$ cat src/rtl/aes_pkg.sv
// ============================================================================
// Module  : aes_pkg
// Brief   : Shared types, state encoding and round constants for the
//           cipher-side control responder.
// Revision: 1.0
// ============================================================================
`default_nettype none

package aes_pkg;

    typedef enum logic [1:0] {
        CIPH_FWD = 2'b01,
        CIPH_INV = 2'b10
    } ciph_op_e;

    typedef enum logic [2:0] {
        AES_128 = 3'b001,
        AES_192 = 3'b010,
        AES_256 = 3'b100
    } key_len_e;

    // Codes are at least Hamming distance 3 apart; any other value is a fault.
    typedef enum logic [5:0] {
        ST_IDLE   = 6'b001110,
        ST_RESEED = 6'b010011,
        ST_CLEAR  = 6'b100101,
        ST_INIT   = 6'b111000,
        ST_ROUND  = 6'b011101,
        ST_FINISH = 6'b110110,
        ST_ERROR  = 6'b101011
    } aes_cipher_resp_state_e;

    localparam logic [3:0] NumRounds128 = 4'd10;
    localparam logic [3:0] NumRounds192 = 4'd12;
    localparam logic [3:0] NumRounds256 = 4'd14;

    function automatic logic [3:0] num_rounds(input logic [2:0] key_len);
        case (key_len)
            AES_192: num_rounds = NumRounds192;
            AES_256: num_rounds = NumRounds256;
            default: num_rounds = NumRounds128;
        endcase
    endfunction

    // Clear outranks key/state work; with nothing to do the request is a no-op.
    function automatic aes_cipher_resp_state_e route(input logic key_clear,
                                                     input logic data_out_clear,
                                                     input logic crypt,
                                                     input logic dec_key_gen);
        if (key_clear || data_out_clear) begin
            route = ST_CLEAR;
        end else if (crypt || dec_key_gen) begin
            route = ST_INIT;
        end else begin
            route = ST_FINISH;
        end
    endfunction

endpackage

`default_nettype wire

$ cat src/rtl/aes_cipher_round_cnt.sv
// ============================================================================
// Module  : aes_cipher_round_cnt
// Brief   : Round counter; loads Nr from the key length and flags the last round.
// Revision: 1.0
// ============================================================================
`default_nettype none

module aes_cipher_round_cnt
    import aes_pkg::*;
(
    input  logic       clk_i,
    input  logic       rst_i,
    input  logic       load_i,
    input  logic [2:0] key_len_i,
    input  logic       inc_i,
    input  logic       clr_i,
    output logic [3:0] round_o,
    output logic       last_o
);

    logic [3:0] nr_q, nr_d;
    logic [3:0] cnt_q, cnt_d;

    always_comb begin
        nr_d  = nr_q;
        cnt_d = cnt_q;
        if (clr_i) begin
            cnt_d = 4'd0;
        end else if (load_i) begin
            nr_d  = num_rounds(key_len_i);
            cnt_d = 4'd0;
        end else if (inc_i) begin
            cnt_d = cnt_q + 4'd1;
        end
    end

    always_ff @(posedge clk_i) begin
        if (rst_i) begin
            nr_q  <= NumRounds128;
            cnt_q <= 4'd0;
        end else begin
            nr_q  <= nr_d;
            cnt_q <= cnt_d;
        end
    end

    assign round_o = cnt_q;
    assign last_o  = (cnt_q == (nr_q - 4'd1));

endmodule

`default_nettype wire

$ cat src/rtl/aes_cipher_ctrl_resp.sv
// ============================================================================
// Module  : aes_cipher_ctrl_resp
// Brief   : Cipher-side responder for the control-FSM handshake. Optional
//           busy-cycle counter enabled by AES_CIPHER_RESP_PERF_CNT_EN.
// Revision: 1.0
// ============================================================================
`default_nettype none

module aes_cipher_ctrl_resp
    import aes_pkg::*;
#(
    parameter int SecMasking   = 1,
    parameter int PerfCntWidth = 16
) (
    input  logic                    clk_i,
    input  logic                    rst_i,
    input  logic                    in_valid_i,
    output logic                    in_ready_o,
    input  logic [1:0]              op_i,
    input  logic [2:0]              key_len_i,
    input  logic                    crypt_i,
    input  logic                    dec_key_gen_i,
    input  logic                    prng_reseed_i,
    input  logic                    key_clear_i,
    input  logic                    data_out_clear_i,
    output logic                    out_valid_o,
    input  logic                    out_ready_i,
    output logic                    crypt_o,
    output logic                    dec_key_gen_o,
    output logic                    prng_reseed_o,
    output logic                    key_clear_o,
    output logic                    data_out_clear_o,
    output logic                    reseed_req_o,
    input  logic                    reseed_ack_i,
    output logic                    sb_en_o,
    input  logic                    sb_done_i,
    output logic [3:0]              round_o,
    output logic                    state_we_o,
    output logic                    key_we_o,
    output logic                    state_clr_o,
    output logic                    key_clr_o,
    output logic                    alert_o,
    output logic [PerfCntWidth-1:0] busy_cycles_o
);

    aes_cipher_resp_state_e state_q, state_d;
    logic crypt_q, crypt_d, dkg_q, dkg_d, reseed_q, reseed_d;
    logic kclr_q, kclr_d, dclr_q, dclr_d, alert_q, alert_d;
    logic cnt_load, cnt_inc, cnt_clr, cnt_last;
    logic req_ok, round_adv;

    assign req_ok    = ((op_i == CIPH_FWD) || (op_i == CIPH_INV)) && $onehot(key_len_i);
    assign round_adv = (SecMasking != 0) ? sb_done_i : 1'b1;

    always_comb begin
        state_d          = state_q;
        crypt_d          = crypt_q;
        dkg_d            = dkg_q;
        reseed_d         = reseed_q;
        kclr_d           = kclr_q;
        dclr_d           = dclr_q;
        alert_d          = alert_q;
        in_ready_o       = 1'b0;
        out_valid_o      = 1'b0;
        crypt_o          = 1'b0;
        dec_key_gen_o    = 1'b0;
        prng_reseed_o    = 1'b0;
        key_clear_o      = 1'b0;
        data_out_clear_o = 1'b0;
        reseed_req_o     = 1'b0;
        sb_en_o          = 1'b0;
        state_we_o       = 1'b0;
        key_we_o         = 1'b0;
        state_clr_o      = 1'b0;
        key_clr_o        = 1'b0;
        cnt_load         = 1'b0;
        cnt_inc          = 1'b0;
        cnt_clr          = 1'b0;

        case (state_q)
            ST_IDLE: begin
                in_ready_o = 1'b1;
                if (in_valid_i) begin
                    crypt_d  = crypt_i;
                    dkg_d    = dec_key_gen_i;
                    reseed_d = prng_reseed_i;
                    kclr_d   = key_clear_i;
                    dclr_d   = data_out_clear_i;
                    cnt_load = 1'b1;
                    if (!req_ok) begin
                        state_d = ST_ERROR;
                        alert_d = 1'b1;
                    end else if (prng_reseed_i) begin
                        state_d = ST_RESEED;
                    end else begin
                        state_d = route(key_clear_i, data_out_clear_i, crypt_i, dec_key_gen_i);
                    end
                end
            end
            ST_RESEED: begin
                reseed_req_o = 1'b1;
                if (reseed_ack_i) begin
                    state_d = route(kclr_q, dclr_q, crypt_q, dkg_q);
                end
            end
            ST_CLEAR: begin
                state_clr_o = dclr_q;
                key_clr_o   = kclr_q;
                crypt_d     = 1'b0;
                dkg_d       = 1'b0;
                state_d     = ST_FINISH;
            end
            ST_INIT: begin
                key_we_o   = 1'b1;
                state_we_o = crypt_q;
                state_d    = ST_ROUND;
            end
            ST_ROUND: begin
                sb_en_o = (SecMasking != 0);
                if (round_adv) begin
                    key_we_o   = 1'b1;
                    state_we_o = crypt_q;
                    cnt_inc    = 1'b1;
                    if (cnt_last) begin
                        state_d = ST_FINISH;
                    end
                end
            end
            ST_FINISH: begin
                out_valid_o      = 1'b1;
                crypt_o          = crypt_q;
                dec_key_gen_o    = dkg_q;
                prng_reseed_o    = reseed_q;
                key_clear_o      = kclr_q;
                data_out_clear_o = dclr_q;
                if (out_ready_i) begin
                    state_d  = ST_IDLE;
                    crypt_d  = 1'b0;
                    dkg_d    = 1'b0;
                    reseed_d = 1'b0;
                    kclr_d   = 1'b0;
                    dclr_d   = 1'b0;
                    cnt_clr  = 1'b1;
                end
            end
            ST_ERROR: begin
                alert_d = 1'b1;
            end
            default: begin
                state_d = ST_ERROR;
                alert_d = 1'b1;
            end
        endcase
    end

    always_ff @(posedge clk_i) begin
        if (rst_i) begin
            state_q  <= ST_IDLE;
            crypt_q  <= 1'b0;
            dkg_q    <= 1'b0;
            reseed_q <= 1'b0;
            kclr_q   <= 1'b0;
            dclr_q   <= 1'b0;
            alert_q  <= 1'b0;
        end else begin
            state_q  <= state_d;
            crypt_q  <= crypt_d;
            dkg_q    <= dkg_d;
            reseed_q <= reseed_d;
            kclr_q   <= kclr_d;
            dclr_q   <= dclr_d;
            alert_q  <= alert_d;
        end
    end

    assign alert_o = alert_q;

    aes_cipher_round_cnt u_round_cnt (
        .clk_i     (clk_i),
        .rst_i     (rst_i),
        .load_i    (cnt_load),
        .key_len_i (key_len_i),
        .inc_i     (cnt_inc),
        .clr_i     (cnt_clr),
        .round_o   (round_o),
        .last_o    (cnt_last)
    );

`ifdef AES_CIPHER_RESP_PERF_CNT_EN
    logic [PerfCntWidth-1:0] busy_q, busy_d;

    always_comb begin
        busy_d = busy_q;
        if ((state_q != ST_IDLE) && (busy_q != {PerfCntWidth{1'b1}})) begin
            busy_d = busy_q + {{(PerfCntWidth-1){1'b0}}, 1'b1};
        end
    end

    always_ff @(posedge clk_i) begin
        if (rst_i) begin
            busy_q <= '0;
        end else begin
            busy_q <= busy_d;
        end
    end

    assign busy_cycles_o = busy_q;
`else
    assign busy_cycles_o = '0;
`endif

endmodule

`default_nettype wire
$ cat config.mk
export PLATFORM = sky130hd
export DESIGN_NAME = aes_cipher_ctrl_resp
export DESIGN_NICKNAME = d
export VERILOG_FILES = /design/src/rtl/aes_pkg.sv /design/src/rtl/aes_cipher_round_cnt.sv /design/src/rtl/aes_cipher_ctrl_resp.sv
export SDC_FILE = /design/constraint.sdc
export NUM_CORES = 1
export LEC_CHECK = 0
export CAP_MARGIN = 20
export CELL_PAD_IN_SITES_DETAIL_PLACEMENT = 2
export CELL_PAD_IN_SITES_GLOBAL_PLACEMENT = 2
export CORE_MARGIN = 10
export CORE_UTILIZATION = 26
export CTS_CLUSTER_SIZE = 16
export DETAILED_ROUTE_END_ITERATION = 16
export PLACE_DENSITY = 0.89
export SLEW_MARGIN = 30
export SYNTH_ARGS = -nofsm -noshare
export SYNTH_HDL_FRONTEND = slang
export SYNTH_SLANG_ARGS = --single-unit
$ cat constraint.sdc
create_clock -name clk_i -period 2.3 [get_ports clk_i]
set_input_delay 0.23 -clock clk_i [delete_from_list [all_inputs] [get_ports clk_i]]
set_output_delay 0.23 -clock clk_i [all_outputs]
set_load 0.05 [all_outputs]
# [Word level (Yosys, flattened, before mapping)]
# Index checks and enable logic that the tools add are counted.
[op_classes] bitwise=3 n_reduce_logical=15 n_eq_ne=19 n_addsub=4 n_mux=47
[ops] operator="two-way mux 6 bit" n=7
[ops] operator="case mux 6 bit (7 select lines)" n=1
[ops] operator="two-way mux 1 bit" n=26
[ops] operator="equality test 6 bit (second input constant)" n=4
[ops] operator="equality test 6 x 5 -> 1 bit (second input constant)" n=2
[ops] operator="!= test 2 bit (second input constant)" n=6
[ops] operator="case mux 1 bit (2 select lines)" n=6
[ops] operator="two-way mux 5 bit" n=2
[ops] operator="AND reduction 3 bit" n=3
[ops] operator="two-way mux 4 bit" n=2
[ops] operator="equality test 6 x 4 -> 1 bit (second input constant)" n=1
[ops] operator="case mux 1 bit (3 select lines)" n=2
[ops] operator="case mux 3 bit (2 select lines)" n=1
[ops] operator="AND reduction 6 bit" n=1
[ops] operator="logical OR 1 bit" n=5
[ops] operator="OR reduction 5 bit" n=1
[ops] operator="adder 4 x 1 -> 4 bit (second input constant)" n=1
[ops] operator="equality test 2 x 1 -> 1 bit (second input constant)" n=2
[ops] operator="equality test 4 bit" n=1
[ops] operator="subtractor 4 x 1 -> 4 bit (second input constant)" n=1
[ops] operator="equality test 3 x 2 -> 1 bit (second input constant)" n=1
[ops] operator="equality test 3 bit (second input constant)" n=1
[ops] operator="inverter 1 bit" n=3
[ops] operator="nonzero test 3 bit" n=1
[ops] operator="7 further kinds" n=7
[totals] wordCells=97 regBits=20 input_bits=16

# [Longest topological paths before layout]
[depth] word_depth=7 mapped_depth=7 depth_no_buf=7

# [By module]
# From an unflattened synthesis, not the netlist that was laid out.
[hier_totals] hier_cells=171 hier_area_um2=1391.3
[modules_own_cells] module="aes_cipher_ctrl_resp" n_inst=1 area_each_um2=1058.5 cells_per_inst=138
[modules_own_cells] module="aes_cipher_round_cnt" n_inst=1 area_each_um2=332.8 cells_per_inst=33

# [Worst setup path before layout]
# Ideal clock, no wire load.
[synth_path] path_kind="reg2out" from="register state_q[4]" to="output state_we_o" stages_incl_launch_ff=8 path_slack_ps=-163 t_arrival_ps=2233 path_cell_list="dfxtp_1 > buf_2 > clkbuf_1 > nand4_1 > inv_2 > nand2_1 > nand2_1 > and2_1"
[synth_between] elab_chain_cells=2 word_cells_on_any_way=3
[synth_lines] item="start: declaration" line_no="aes_cipher_ctrl_resp.sv:46" text="aes_cipher_resp_state_e state_q, state_d;"
[synth_lines] item="start signal: assignment" line_no="aes_cipher_ctrl_resp.sv:166" text="state_q <= state_d;"
[synth_lines] item="equality test 6 x 5 -> 1 bit / equality test 6 bit (equally long branches)" line_no="aes_cipher_ctrl_resp.sv:80" text="case (state_q)"
[synth_lines] item="case mux 1 bit (2 select lines) *" line_no="aes_cipher_ctrl_resp.sv:80"
[synth_lines] item="end: declaration" line_no="aes_cipher_ctrl_resp.sv:38" text="output logic state_we_o,"
# Every way passes the cells marked *; elsewhere a longest branch is shown, timed or not.

# [Worst setup path in the final report]
[layout_path] from="register state_q[3]" to="output state_we_o"
# Same word-level chain as after synthesis.

==> run_results.csv <==
group,metric,value,unit
sta,timing.clock.skew,1.446,ps
drt,finalWirelength,6.148,mm
sta,report.final.hold_viol_count,0,
cts,ctsLongestPathBuffers,2,
floorplanning,core_area,5886,um^2
worst_hold_path,min_path_cells,2,
sta,max_slew.worst_pin.slew,512.0,ps
power_and_ir_drop,power_leakage,0.8889,nW
cts,clk_pin_slew,80,ps
drt,antenna_left,0,
flow_run,maxCapViolations,0,
setup_path,reg_to_reg_end,"state_q[5]",
logic_synthesis,async_set_or_reset_register_ratio_after_synthesis,0,%
logic_synthesis,yosys.cell_count.top_type,"sky130_fd_sc_hd__dfxtp_1",
logic_synthesis,ffs_latches_synth,18,
sta,setup-violations-final,0,
drt,routed_len_inst,19.77,um
logic_synthesis,yosys-top-cells-count,"sky130_fd_sc_hd__dfxtp_1 (18), sky130_fd_sc_hd__nor2_1 (17), sky130_fd_sc_hd__buf_4 (16)",
setup_path,path_max_fanout,14,
run_status,status,"finished, final reports clean",
logic_synthesis,synthFlopType,"sky130_fd_sc_hd__dfxtp_1",
logic_synthesis,ys_warn_count,0,
logic_synthesis,netlist_instances,204,
place,placement.io_buffers,33,
logic_synthesis,synth.top_cells.by_area,"sky130_fd_sc_hd__dfxtp_1 (23%), sky130_fd_sc_hd__buf_4 (7.6%), sky130_fd_sc_hd__a21oi_1 (4.1%)",
cells_and_area,syn_to_final_growth,33.86,%
global_route,grt_max_degree,15,
cells_and_area,drive_above_1_share,17.37,%
place,dp_hpwl,4.688,mm
logic_synthesis,syn-cell-area,1570,um^2
logic_synthesis,syn_avg_cell_area,7.697,um^2
place,post_dp_cell_area,2038,um^2
cts,clock_sink_count,18,
drt,detailedRoute.firstIterationViolations,79,
global_route,grt_usage,12.70,%
sta,fin_crit_sh,93.04,%
setup_path,path_class,"flip-flop to output port",
sta,fmax,467.3,MHz
floorplanning,boundaryPins,50,
setup_path,timing.reg2reg.setup_slack,260,ps
logic_synthesis,synthDominantCellAreaShare,22.95,%
floorplanning,num_rows,28,
sta,maxSlewViolCount,0,
sta,setup-tns-final,0,ps
global_route,overflow,0,
drt,overall_via_count_from_detail_route,1653,
worst_hold_path,hold_path_class,"flip-flop to flip-flop",
global_route,number_of_antenna_violations_at_the_first_check_in_global_routing,0,
setup_path,critical_path.endpoint_type,"output port",
cells_and_area,final_design_area_no_fill,2102,um^2
drt,drc,0,
drt,drtPass1Iterations,4,
logic_synthesis,synth_area_leader_cell,"sky130_fd_sc_hd__dfxtp_1",
cts,clock_insertion_delay_worst_skew,260,ps
sta,worst_slew_margin_rel,65.76,%
setup_path,cp.required,2070,ps
floorplanning,floorplan.initialDensity,26.68,%
power_and_ir_drop,ir_drop,0.3241,mV
power_and_ir_drop,total_power,1.214,mW
cts,htree_levels,1,
global_route,vias_in_the_first_global_route,1866,
setup_path,worstReg2RegStart,"state_q[0]",
cts,ctsHoldBuffers,0,
floorplanning,die_height,97.72,um
logic_synthesis,seq_area_frac_synth,22.95,%
cts,cts_buffers,3,
global_route,grt_pass1_wl,10.17,mm
sta,period_minus_slack,2140,ps
place,finalWeightedCongestion,0.8699,
cts,tritoncts,"yes",
setup_path,worstSetupStartpointType,"flip-flop",
setup_path,worst-r2r-cell-count,6,
floorplanning,die_footprint,9548,um^2
sta,grt_setup_unrepaired,"no",
drt,vias_per_cell,5.315,
logic_synthesis,edff_count_synth,0,
power_and_ir_drop,p_per_area,577.6,nW/um^2
setup_path,arrival,1910,ps
worst_hold_path,holdCritStartpoint,"alert_o",
worst_hold_path,holdPathEnd,"alert_o",
logic_synthesis,number_of_distinct_standard_cells_referenced_by_the_synthesized_netlist,58,
cells_and_area,diodes,0,
floorplanning,die_w,97.72,um
cts,clock-root-buffer,"sky130_fd_sc_hd__clkbuf_8",
cells_and_area,final_net_count,256,
area by class of cell:
| type | count | area, um^2 |
|---|---|---|
| timing repair buffer | 41 | 495.5 |
| clock buffer | 4 | 55.05 |
| tap | 75 | 93.84 |
| multi-input combinational | 161 | 1050 |
| inverter | 12 | 45.04 |
| sequential | 18 | 362.8 |
| fill | 691 | 3784 |
kinds of logic after synthesis:
kind of cell               Yosys count  synth area share [%]
other                                1                0.2388
DFF                                 18                 22.95
xor gates and xnor gates             8                 4.462
muxes                                1                0.6375
adders and majority gates            3                 2.868
and+or+nand+nor                     86                 32.83
AOI/OAI and AO/OA                   47                 21.59
buffers and inverters               40                 14.42
how the worst max path moves through the flow:
stage               slack, ps  depth (start not counted)          from          to
finish                    160                          7    state_q[3]  state_we_o
global route               60                          7    state_q[3]  state_we_o
CTS                        90                          7    state_q[5]  state_we_o
detailed placement         30                          8  key_len_i[1]  state_q[5]
global placement          110                          8  key_len_i[1]  state_q[5]
floorplan                 100                          7    state_q[4]  state_we_o
flip-flops by register name, indices dropped and copies added, names as in the netlist:
signal,flops
reseed_q,1
state_q,6
alert_o,1
kclr_q,1
dclr_q,1
dkg_q,1
crypt_q,1
u_round_cnt.round_o,4
u_round_cnt.nr_q,2
repair_timing:
| item | CTS | global route |
|---|---|---|
| setup buffers | 0 | 0 |
| endpoints found under the setup margin | 1 | 2 |
| resized for setup | 1 | 2 |
critical path, stage by stage (launching register included):
cell and delay, ps:
sky130_fd_sc_hd__dfxtp_2 490, sky130_fd_sc_hd__and2b_1 240, sky130_fd_sc_hd__nand4_1 190, sky130_fd_sc_hd__inv_2 150
sky130_fd_sc_hd__nand2_1 130, sky130_fd_sc_hd__nand2_2 130, sky130_fd_sc_hd__and2_2 170, sky130_fd_sc_hd__buf_12 130
through the flow:
step / util (%) / std cells / setup slack [ps] / hold WS, ps
2_1_floorplan: - / 219 / 102.5 / 390.5
3_3_place_gp: 34.63 / 307 / 106.5 / 444.2
3_5_place_dp: 34.63 / 307 / 28.36 / 455.9
4_1_cts: 35.59 / 311 / 89.11 / 470.1
5_1_grt: 35.71 / 311 / 62.62 / 501.0
6_report: 35.71 / 311 / 160.0 / 459.5
layout by cell type (no fill, tap or decap), types with 3 or more instances in the layout:
master                            Yosys  routed
sky130_fd_sc_hd__buf_4               16      10
sky130_fd_sc_hd__nor2b_1              3       3
sky130_fd_sc_hd__and2_1               9       8
sky130_fd_sc_hd__buf_12               0      11
sky130_fd_sc_hd__inv_1                9       9
sky130_fd_sc_hd__clkdlybuf4s50_1      0      20
sky130_fd_sc_hd__nor4_1               4       4
sky130_fd_sc_hd__xor2_1               5       5
sky130_fd_sc_hd__dfxtp_1             18      16
sky130_fd_sc_hd__clkbuf_8             0       4
sky130_fd_sc_hd__o21a_1               3       3
sky130_fd_sc_hd__nand3b_1             5       5
sky130_fd_sc_hd__nand4_1              4       4
sky130_fd_sc_hd__inv_2                3       3
sky130_fd_sc_hd__nor3_1               9       9
sky130_fd_sc_hd__a21oi_1             13      13
sky130_fd_sc_hd__xnor2_1              3       3
sky130_fd_sc_hd__nor2_1              17      17
sky130_fd_sc_hd__a22oi_1              6       6
sky130_fd_sc_hd__conb_1               1      16
sky130_fd_sc_hd__nand3_1              6       6
sky130_fd_sc_hd__nand2_1              7       6
sky130_fd_sc_hd__o21ai_0              4       4
metal layers:
metal	share of wire, %	global-route usage [%]
met4	1.0	3.468
met1	43	14.78
met5	0	0
met2	51	22.13
met3	5.3	3.556
power by group:
group | internal, mW | leakage [nW] | switching, mW | total (mW)
sequential | 0.346 | 0.147 | 0.0732 | 0.419
combinational | 0.205 | 0.713 | 0.309 | 0.514
clock | 0.153 | 0.0288 | 0.127 | 0.280
Note: power is estimated with default switching activity, not from simulation.
